### config.mk
export PLATFORM = sky130hd
export DESIGN_NAME = rv32i_boot_controller_flat
export DESIGN_NICKNAME = d
export VERILOG_FILES = /design/src/rtl/rv32i_boot_controller_if.sv /design/src/rtl/rv32i_boot_controller.sv /design/src/flat_wrapper.sv
export SDC_FILE = /design/constraint.sdc
export NUM_CORES = 1
export LEC_CHECK = 0
export BUFFER_PORTS_ARGS = -buffer_cell sky130_fd_sc_hd__buf_2
export CORE_UTILIZATION = 57
export CTS_BUF_LIST = sky130_fd_sc_hd__clkbuf_8
export DETAILED_ROUTE_END_ITERATION = 10
export PLACE_DENSITY = 0.88
export SYNTH_ARGS = -nofsm -noshare
export SYNTH_HDL_FRONTEND = slang
export SYNTH_SLANG_ARGS = --single-unit
### constraint.sdc
create_clock -name clk -period 3.4 [get_ports clk]
set_input_delay 0 -clock clk [delete_from_list [all_inputs] [get_ports clk]]
set_output_delay 0 -clock clk [all_outputs]
set_load 0.03 [all_outputs]
### src/rtl/rv32i_boot_controller_if.sv
// Load-stream and memory-write bundle of the rv32i boot controller.
// The master side feeds program words and watches the IMEM/DMEM write
// ports. The slave side is the controller itself.
interface rv32i_boot_controller_if #(
   parameter int XLEN    = 32,
   parameter int IMEM_AW = 10,
   parameter int DMEM_AW = 12
);
   logic               ld_valid;
   logic               ld_ready;
   logic [XLEN-1:0]    ld_data;
   logic               ld_last;
   logic               imem_we;
   logic [IMEM_AW-1:0] imem_addr;
   logic [XLEN-1:0]    imem_wdata;
   logic               dmem_we;
   logic [DMEM_AW-1:0] dmem_addr;

   modport master (
      output ld_valid, ld_data, ld_last,
      input  ld_ready, imem_we, imem_addr, imem_wdata, dmem_we, dmem_addr
   );

   modport slave (
      input  ld_valid, ld_data, ld_last,
      output ld_ready, imem_we, imem_addr, imem_wdata, dmem_we, dmem_addr
   );
endinterface

### src/rtl/rv32i_boot_controller.sv
// rv32i boot controller: streams a program into IMEM while the core is held
// in reset, optionally zero-fills DMEM, then releases the core and watches
// its PC until it parks on one address (halt) or the run-cycle budget
// expires (timeout).
// Optional feature macro: DMEM_CLEAR_EN (adds the DMEM zero-fill pass).
module rv32i_boot_controller #(
   parameter int XLEN        = 32,
   parameter int IMEM_AW     = 10,
   parameter int DMEM_AW     = 12,
   parameter int HALT_CYCLES = 8,
   parameter int MAX_CYCLES  = 1000,
   parameter int CNT_W       = 32
) (
   input  logic                  clk,
   input  logic                  reset,
   input  logic                  restart,
   rv32i_boot_controller_if.slave bus,
   output logic                  core_rst,
   input  logic [XLEN-1:0]       pc_in,
   output logic [CNT_W-1:0]      cycle_cnt,
   output logic [IMEM_AW:0]      ld_cnt,
   output logic                  ld_ovf,
   output logic                  done,
   output logic                  halted,
   output logic                  timeout
);

   typedef enum logic [1:0] {ST_LOAD, ST_CLEAR, ST_RUN, ST_DONE} state_t;

   localparam int SW = $clog2(HALT_CYCLES) + 1;
   localparam logic [IMEM_AW:0] IMEM_DEPTH = (IMEM_AW+1)'(1 << IMEM_AW);
   localparam logic [SW-1:0]    STABLE_LIM = SW'(HALT_CYCLES - 2);
   localparam logic [CNT_W-1:0] CYCLE_LIM  = CNT_W'(MAX_CYCLES - 1);
   localparam logic [CNT_W-1:0] CYCLE_SAT  = {CNT_W{1'b1}};

   state_t             state_reg, state_next;
   logic [IMEM_AW:0]   ld_cnt_reg, ld_cnt_next;
   logic               ld_ovf_reg, ld_ovf_next;
   logic               imem_we_reg, imem_we_next;
   logic [IMEM_AW-1:0] imem_addr_reg, imem_addr_next;
   logic [XLEN-1:0]    imem_wdata_reg, imem_wdata_next;
   logic [CNT_W-1:0]   cycle_cnt_reg, cycle_cnt_next;
   logic [XLEN-1:0]    pc_q_reg, pc_q_next;
   logic               pc_valid_reg, pc_valid_next;
   logic [SW-1:0]      stable_cnt_reg, stable_cnt_next;
   logic               halted_reg, halted_next;
   logic               timeout_reg, timeout_next;
   logic               pc_match;
`ifdef DMEM_CLEAR_EN
   logic [DMEM_AW-1:0] clr_cnt_reg, clr_cnt_next;
`endif

   // State register; reset and restart both return everything to LOAD.
   always_ff @(posedge clk) begin
      if (reset || restart) begin
         state_reg      <= ST_LOAD;
         ld_cnt_reg     <= '0;
         ld_ovf_reg     <= 1'b0;
         imem_we_reg    <= 1'b0;
         imem_addr_reg  <= '0;
         imem_wdata_reg <= '0;
         cycle_cnt_reg  <= '0;
         pc_q_reg       <= '0;
         pc_valid_reg   <= 1'b0;
         stable_cnt_reg <= '0;
         halted_reg     <= 1'b0;
         timeout_reg    <= 1'b0;
`ifdef DMEM_CLEAR_EN
         clr_cnt_reg    <= '0;
`endif
      end else begin
         state_reg      <= state_next;
         ld_cnt_reg     <= ld_cnt_next;
         ld_ovf_reg     <= ld_ovf_next;
         imem_we_reg    <= imem_we_next;
         imem_addr_reg  <= imem_addr_next;
         imem_wdata_reg <= imem_wdata_next;
         cycle_cnt_reg  <= cycle_cnt_next;
         pc_q_reg       <= pc_q_next;
         pc_valid_reg   <= pc_valid_next;
         stable_cnt_reg <= stable_cnt_next;
         halted_reg     <= halted_next;
         timeout_reg    <= timeout_next;
`ifdef DMEM_CLEAR_EN
         clr_cnt_reg    <= clr_cnt_next;
`endif
      end
   end

   // Next-state logic: load acceptance, DMEM clear sweep, run monitoring.
   always_comb begin
      state_next      = state_reg;
      ld_cnt_next     = ld_cnt_reg;
      ld_ovf_next     = ld_ovf_reg;
      imem_we_next    = 1'b0;
      imem_addr_next  = imem_addr_reg;
      imem_wdata_next = imem_wdata_reg;
      cycle_cnt_next  = cycle_cnt_reg;
      pc_q_next       = pc_q_reg;
      pc_valid_next   = pc_valid_reg;
      stable_cnt_next = stable_cnt_reg;
      halted_next     = halted_reg;
      timeout_next    = timeout_reg;
      // The very first RUN cycle has no previous PC to compare against.
      pc_match        = pc_valid_reg && (pc_in == pc_q_reg);
`ifdef DMEM_CLEAR_EN
      clr_cnt_next    = clr_cnt_reg;
`endif
      case (state_reg)
         ST_LOAD: begin
            if (bus.ld_valid) begin
               if (ld_cnt_reg < IMEM_DEPTH) begin
                  imem_we_next    = 1'b1;
                  imem_addr_next  = ld_cnt_reg[IMEM_AW-1:0];
                  imem_wdata_next = bus.ld_data;
                  ld_cnt_next     = ld_cnt_reg + 1'b1;
               end else begin
                  // IMEM full: drop the word, flag it, keep the count pinned.
                  ld_ovf_next = 1'b1;
               end
               if (bus.ld_last) begin
                  pc_valid_next   = 1'b0;
                  stable_cnt_next = '0;
`ifdef DMEM_CLEAR_EN
                  clr_cnt_next    = '0;
                  state_next      = ST_CLEAR;
`else
                  state_next      = ST_RUN;
`endif
               end
            end
         end
`ifdef DMEM_CLEAR_EN
         ST_CLEAR: begin
            if (clr_cnt_reg == {DMEM_AW{1'b1}}) begin
               state_next = ST_RUN;
            end else begin
               clr_cnt_next = clr_cnt_reg + 1'b1;
            end
         end
`endif
         ST_RUN: begin
            if (cycle_cnt_reg != CYCLE_SAT) begin
               cycle_cnt_next = cycle_cnt_reg + 1'b1;
            end
            pc_q_next       = pc_in;
            pc_valid_next   = 1'b1;
            stable_cnt_next = pc_match ? stable_cnt_reg + 1'b1 : '0;
            // Halt takes priority over a timeout landing on the same cycle.
            if (pc_match && (stable_cnt_reg == STABLE_LIM)) begin
               halted_next = 1'b1;
               state_next  = ST_DONE;
            end else if (cycle_cnt_reg == CYCLE_LIM) begin
               timeout_next = 1'b1;
               state_next   = ST_DONE;
            end
         end
         default: ;
      endcase
   end

   // Output decode; the core stays out of reset in DONE for inspection.
   always_comb begin
      bus.ld_ready   = (state_reg == ST_LOAD);
      core_rst       = (state_reg == ST_LOAD) || (state_reg == ST_CLEAR);
      bus.imem_we    = imem_we_reg;
      bus.imem_addr  = imem_addr_reg;
      bus.imem_wdata = imem_wdata_reg;
`ifdef DMEM_CLEAR_EN
      bus.dmem_we    = (state_reg == ST_CLEAR);
      bus.dmem_addr  = (state_reg == ST_CLEAR) ? clr_cnt_reg : {DMEM_AW{1'b0}};
`else
      bus.dmem_we    = 1'b0;
      bus.dmem_addr  = {DMEM_AW{1'b0}};
`endif
      cycle_cnt      = cycle_cnt_reg;
      ld_cnt         = ld_cnt_reg;
      ld_ovf         = ld_ovf_reg;
      done           = (state_reg == ST_DONE);
      halted         = halted_reg;
      timeout        = timeout_reg;
   end

endmodule

### src/flat_wrapper.sv
// flat-port wrapper written by rule: the top's interface ports become plain ports
module rv32i_boot_controller_flat 
#(
   parameter int XLEN        = 32,
   parameter int IMEM_AW     = 10,
   parameter int DMEM_AW     = 12,
   parameter int HALT_CYCLES = 8,
   parameter int MAX_CYCLES  = 1000,
   parameter int CNT_W       = 32
)
  (clk, reset, restart, core_rst, pc_in, cycle_cnt, ld_cnt, ld_ovf, done, halted, timeout, bus_ld_valid, bus_ld_data, bus_ld_last, bus_ld_ready, bus_imem_we, bus_imem_addr, bus_imem_wdata, bus_dmem_we, bus_dmem_addr);
  rv32i_boot_controller_if #(.XLEN(XLEN), .IMEM_AW(IMEM_AW), .DMEM_AW(DMEM_AW)) bus_i ();
  input  logic clk;
  input  logic reset;
  input  logic restart;
  output logic core_rst;
  input  logic [XLEN-1:0] pc_in;
  output logic [CNT_W-1:0] cycle_cnt;
  output logic [IMEM_AW:0] ld_cnt;
  output logic ld_ovf;
  output logic done;
  output logic halted;
  output logic timeout;
  input wire logic [$bits(bus_i.ld_valid)-1:0] bus_ld_valid;
  input wire logic [$bits(bus_i.ld_data)-1:0] bus_ld_data;
  input wire logic [$bits(bus_i.ld_last)-1:0] bus_ld_last;
  output wire logic [$bits(bus_i.ld_ready)-1:0] bus_ld_ready;
  output wire logic [$bits(bus_i.imem_we)-1:0] bus_imem_we;
  output wire logic [$bits(bus_i.imem_addr)-1:0] bus_imem_addr;
  output wire logic [$bits(bus_i.imem_wdata)-1:0] bus_imem_wdata;
  output wire logic [$bits(bus_i.dmem_we)-1:0] bus_dmem_we;
  output wire logic [$bits(bus_i.dmem_addr)-1:0] bus_dmem_addr;
  assign bus_i.ld_valid = bus_ld_valid;
  assign bus_i.ld_data = bus_ld_data;
  assign bus_i.ld_last = bus_ld_last;
  assign bus_ld_ready = bus_i.ld_ready;
  assign bus_imem_we = bus_i.imem_we;
  assign bus_imem_addr = bus_i.imem_addr;
  assign bus_imem_wdata = bus_i.imem_wdata;
  assign bus_dmem_we = bus_i.dmem_we;
  assign bus_dmem_addr = bus_i.dmem_addr;
  rv32i_boot_controller #(.XLEN(XLEN), .IMEM_AW(IMEM_AW), .DMEM_AW(DMEM_AW), .HALT_CYCLES(HALT_CYCLES), .MAX_CYCLES(MAX_CYCLES), .CNT_W(CNT_W)) u_core (.clk(clk), .reset(reset), .restart(restart), .bus(bus_i), .core_rst(core_rst), .pc_in(pc_in), .cycle_cnt(cycle_cnt), .ld_cnt(ld_cnt), .ld_ovf(ld_ovf), .done(done), .halted(halted), .timeout(timeout));
endmodule
==> summary.md <==
| Metric | Value |
|---|---|
| Reg2reg setup slack | approximately 1000 ps |
| Largest cells by area after synthesis | dfxtp_1 (46%), nand2_1 (12%), a21oi_1 (9.4%) |
| Peak VDD IR | 0.393 mV |
| Number of global-route vias before repair | 5910 |
| Max-cap violations | 0 |
| Mux cell area share after synthesis | 0% |
| Router iterations before antenna repair | 5 |
| Total CTS buffers | 17 |
| Met2 Use GR | 60.5% |
| Via count | 6040 |
| Tcrit/Tclk final | 69.4% |
| Distinct cells, synth | 48 |
| IO buf count | 160 |
| Clk buf depth | 2 |
| Outcome | finished, final reports clean |
| Worst-path fanout max | 20 |
| Setup TNS | 0 ps |
| Worst Reg-to-Reg Cells | 5 |
| Clock Pin Slew Worst Setup and Hold Paths | roughly 80 ps |
| Die width | slightly above 100 um |
| Final #Nets | 990 |
| Minimum hold slack | 38.0 ps |
| Area grow syn2layout | 33.7% |
| Yosys Warn Count | 0 |
| Minimum clock period | 2360 ps |
| Final antenna-violating net count | 0 |
| Actual slew at the worst max-slew pin | between 1000 and 1500 ps |
| Hold path startpoint | restart |
| Post-synthesis sequential area ratio | 45.7% |
| Final wirelength | 17300 um |
| Max frequency | 0.424 GHz |
| Final Hold Vio Count | 0 |
| Synth Area in Compound Gates | 15.2% |
| Placed Cells | 959 |
| Final count of negative-setup-slack endpoints | 0 |
| EDFF count, synth | 0 |
| Busiest grt layer | met2 |
| Initial antenna violation count | 0 |
| Worst Path Arrival | about 2700 ps |
| WHS Endpoint | u_core.timeout$_SDFFE_PP0P_ |
| Async set-or-reset flop fraction in the synthesized netlist | 0% |
| Fin cells | 1059 |
| Post-DP HPWL | 9890 um |
| RSZ-0062 raised after global routing | false |
| Xor and xnor area share after synthesis | ~6.6% |
| Die area | 10200 um2 |
| Gr usage total | 34.4% |
| Initial Utilization | around 60% |
| First-pass GRT wire length | 27900 um |
| Post-CTS resize count | 0 |
| GR Overflow Total | 0 |
| N_diodes | 0 |
| Post-Synth Simple-Gate Area | 26.4% |
| Core area | 9370 um2 |
| P_leak | 3.00 nW |
| Avg Inst Size Synth | 7.98 um2 |
| Largest area contributor in the netlist | dfxtp_1 |
| H-tree depth | 4 |
| Share of post-route cells with drive strength above 1 | 22.0% |
| Hold Crit Depth | 3 |
| Worst slew margin | 32.5% |
| Reg2reg end | u_core.cycle_cnt[25]$_SDFFE_PP0P_ |
| HP Class | in2reg |
| Met1 Use GR | about two fifths |
| Root buffer cell | clkbuf_8 |
| CTS tree | done |
| Flops & latches, synth | 128 |
| Post-CTS Setup Repair Bufs | 0 |
| GPL Wtd Cong | 0.876 |
| Remaining DRCs | 0 |
| Largest family of logic cells by synthesized area | simple AND/OR/NAND/NOR gates |
| CTS Sinks | 128 |
| 1st-iter DRT viols | approximately 320 |
| Most numerous cell in the Yosys netlist | nand2_1 |
| Synth Flop Type | dfxtp_1 |
| Syn Inst Count | 703 |
| Reg2reg start | u_core.cycle_cnt[3]$_SDFFE_PP0P_ |
| Critical path capture point type | flip-flop |
| Die Y | just over 100 um |
| Top cell type's share of synthesized area | between 40% and 50% |
| Clock Skews | 14.3 ps |
| Row count | 35 |
| Io pins | 174 |
| Cell Pwr Density | about 430 nW/um2 |
| Synthesized area | 5610 um2 |
| Post-Synth Adder-Cell Area | 0.893% |
| Clock latency at the later pin of the worst-skew pair | 420 ps |
| Crit start category | flip-flop |
| DR vias/cell | approximately 5.7 |
| Critical Path RT | approximately 3800 ps |
| Final Max Tran Viols | 0 |
| Largest net degree at the start of global routing | 80 |
| Setup Crit Path Kind | reg2reg |
| Top cells by instance count after synthesis | nand2_1 (183), dfxtp_1 (128), a21oi_1 (105), xnor2_1 (33), clkbuf_1 (32) |
| GR Util met3 | 8.76% |
| Routed WL per cell | around 16 um |
## through the flow
stage / worst slack (ps) / cell area, um2 / utilization, % / power [mW]
after global routing: 816 / 7500 / 80.0 / 3.30
final: 1040 / 7500 / 80.0 / 3.21
after floorplan: 1160 / 5650 / - / 1.73
after global placement: 1220 / 6400 / 68.3 / 1.80
after CTS: 1060 / 7500 / 80.0 / 3.20
after detailed placement: 1090 / 6400 / 68.3 / 1.80
## worst max-delay path by stage
stage	start	endpoint	slack [ps]	depth (start not counted)
after floorplan	u_core.cycle_cnt[0]$_SDFFE_PP0P_	u_core.cycle_cnt[20]$_SDFFE_PP0P_	1160	6
after global placement	u_core.cycle_cnt[3]$_SDFFE_PP0P_	u_core.cycle_cnt[27]$_SDFFE_PP0P_	1220	5
after detailed placement	u_core.cycle_cnt[3]$_SDFFE_PP0P_	u_core.cycle_cnt[23]$_SDFFE_PP0P_	1090	5
after CTS	u_core.cycle_cnt[3]$_SDFFE_PP0P_	u_core.cycle_cnt[23]$_SDFFE_PP0P_	1060	5
after global routing	u_core.cycle_cnt[0]$_SDFFE_PP0P_	u_core.cycle_cnt[24]$_SDFFE_PP0P_	820	6
final	u_core.cycle_cnt[3]$_SDFFE_PP0P_	u_core.cycle_cnt[25]$_SDFFE_PP0P_	1040	5
## what timing repair did
action / CTS / global route
hold buffers: 68 / 0
endpoints found under the hold margin: 69 / 0
setup endpoints to repair: 0 / 0
## cell families (layout without fill, tap and decap cells)
logic type | Yosys count | after routing
AO/OA/AOI/OAI | 153 | 153
XOR/XNOR | 42 | 42
adder cells (fa/ha/maj) | 4 | 4
buffers and inverters | 58 | 273
flip-flops | 128 | 128
other | 1 | 13
AND/OR/NAND/NOR | 317 | 317
## layout make-up
class	instances	area (um2)
flip-flops and latches	128	2560
well taps	129	161
clock inverters	14	166
clock buffers	18	248
multi-input cells	529	2810
inverters	8	30.0
fillers	586	1870
repair buffers	233	1520
## metal layers
metal  routed length (um)  share of wire (%)
met1                 6720                 39
met2                 8560                 50
met3                 1410                8.2
met4                  564                3.3
met5                    0                  0
## cell usage in the layout, fill, tap and decap left out, types with 4 or more instances in the layout
master,n
and2_1,5
and3_1,4
o21ai_0,20
inv_1,9
nor2_1,30
o2111ai_1,4
or4_1,7
ha_1,4
buf_4,5
nand4_1,24
xor2_1,9
o31ai_1,4
nand2_1,183
nor4_1,12
nor2b_1,4
conb_1,13
nand3_1,11
buf_2,160
dfxtp_1,128
xnor2_1,33
a21oi_1,105
clkbuf_8,18
or3_1,18
dlygate4sd3_1,68
and4_1,5
a31oi_1,6
## power breakdown
group          switching [mW]  leakage, nW  internal, mW
clock network           0.615        0.206         0.743
logic                   0.189         1.76         0.128
registers              0.0139         1.03          1.52
total                   0.818         3.00          2.39
## worst max-delay path, stage by stage (launching register included)
cell and delay (ps):
dfxtp_1 430, nand2_2 150, or4_1 530, a311o_1 510, or4_1 500, a21oi_1 150
Note: power is estimated with default switching activity, not from simulation.
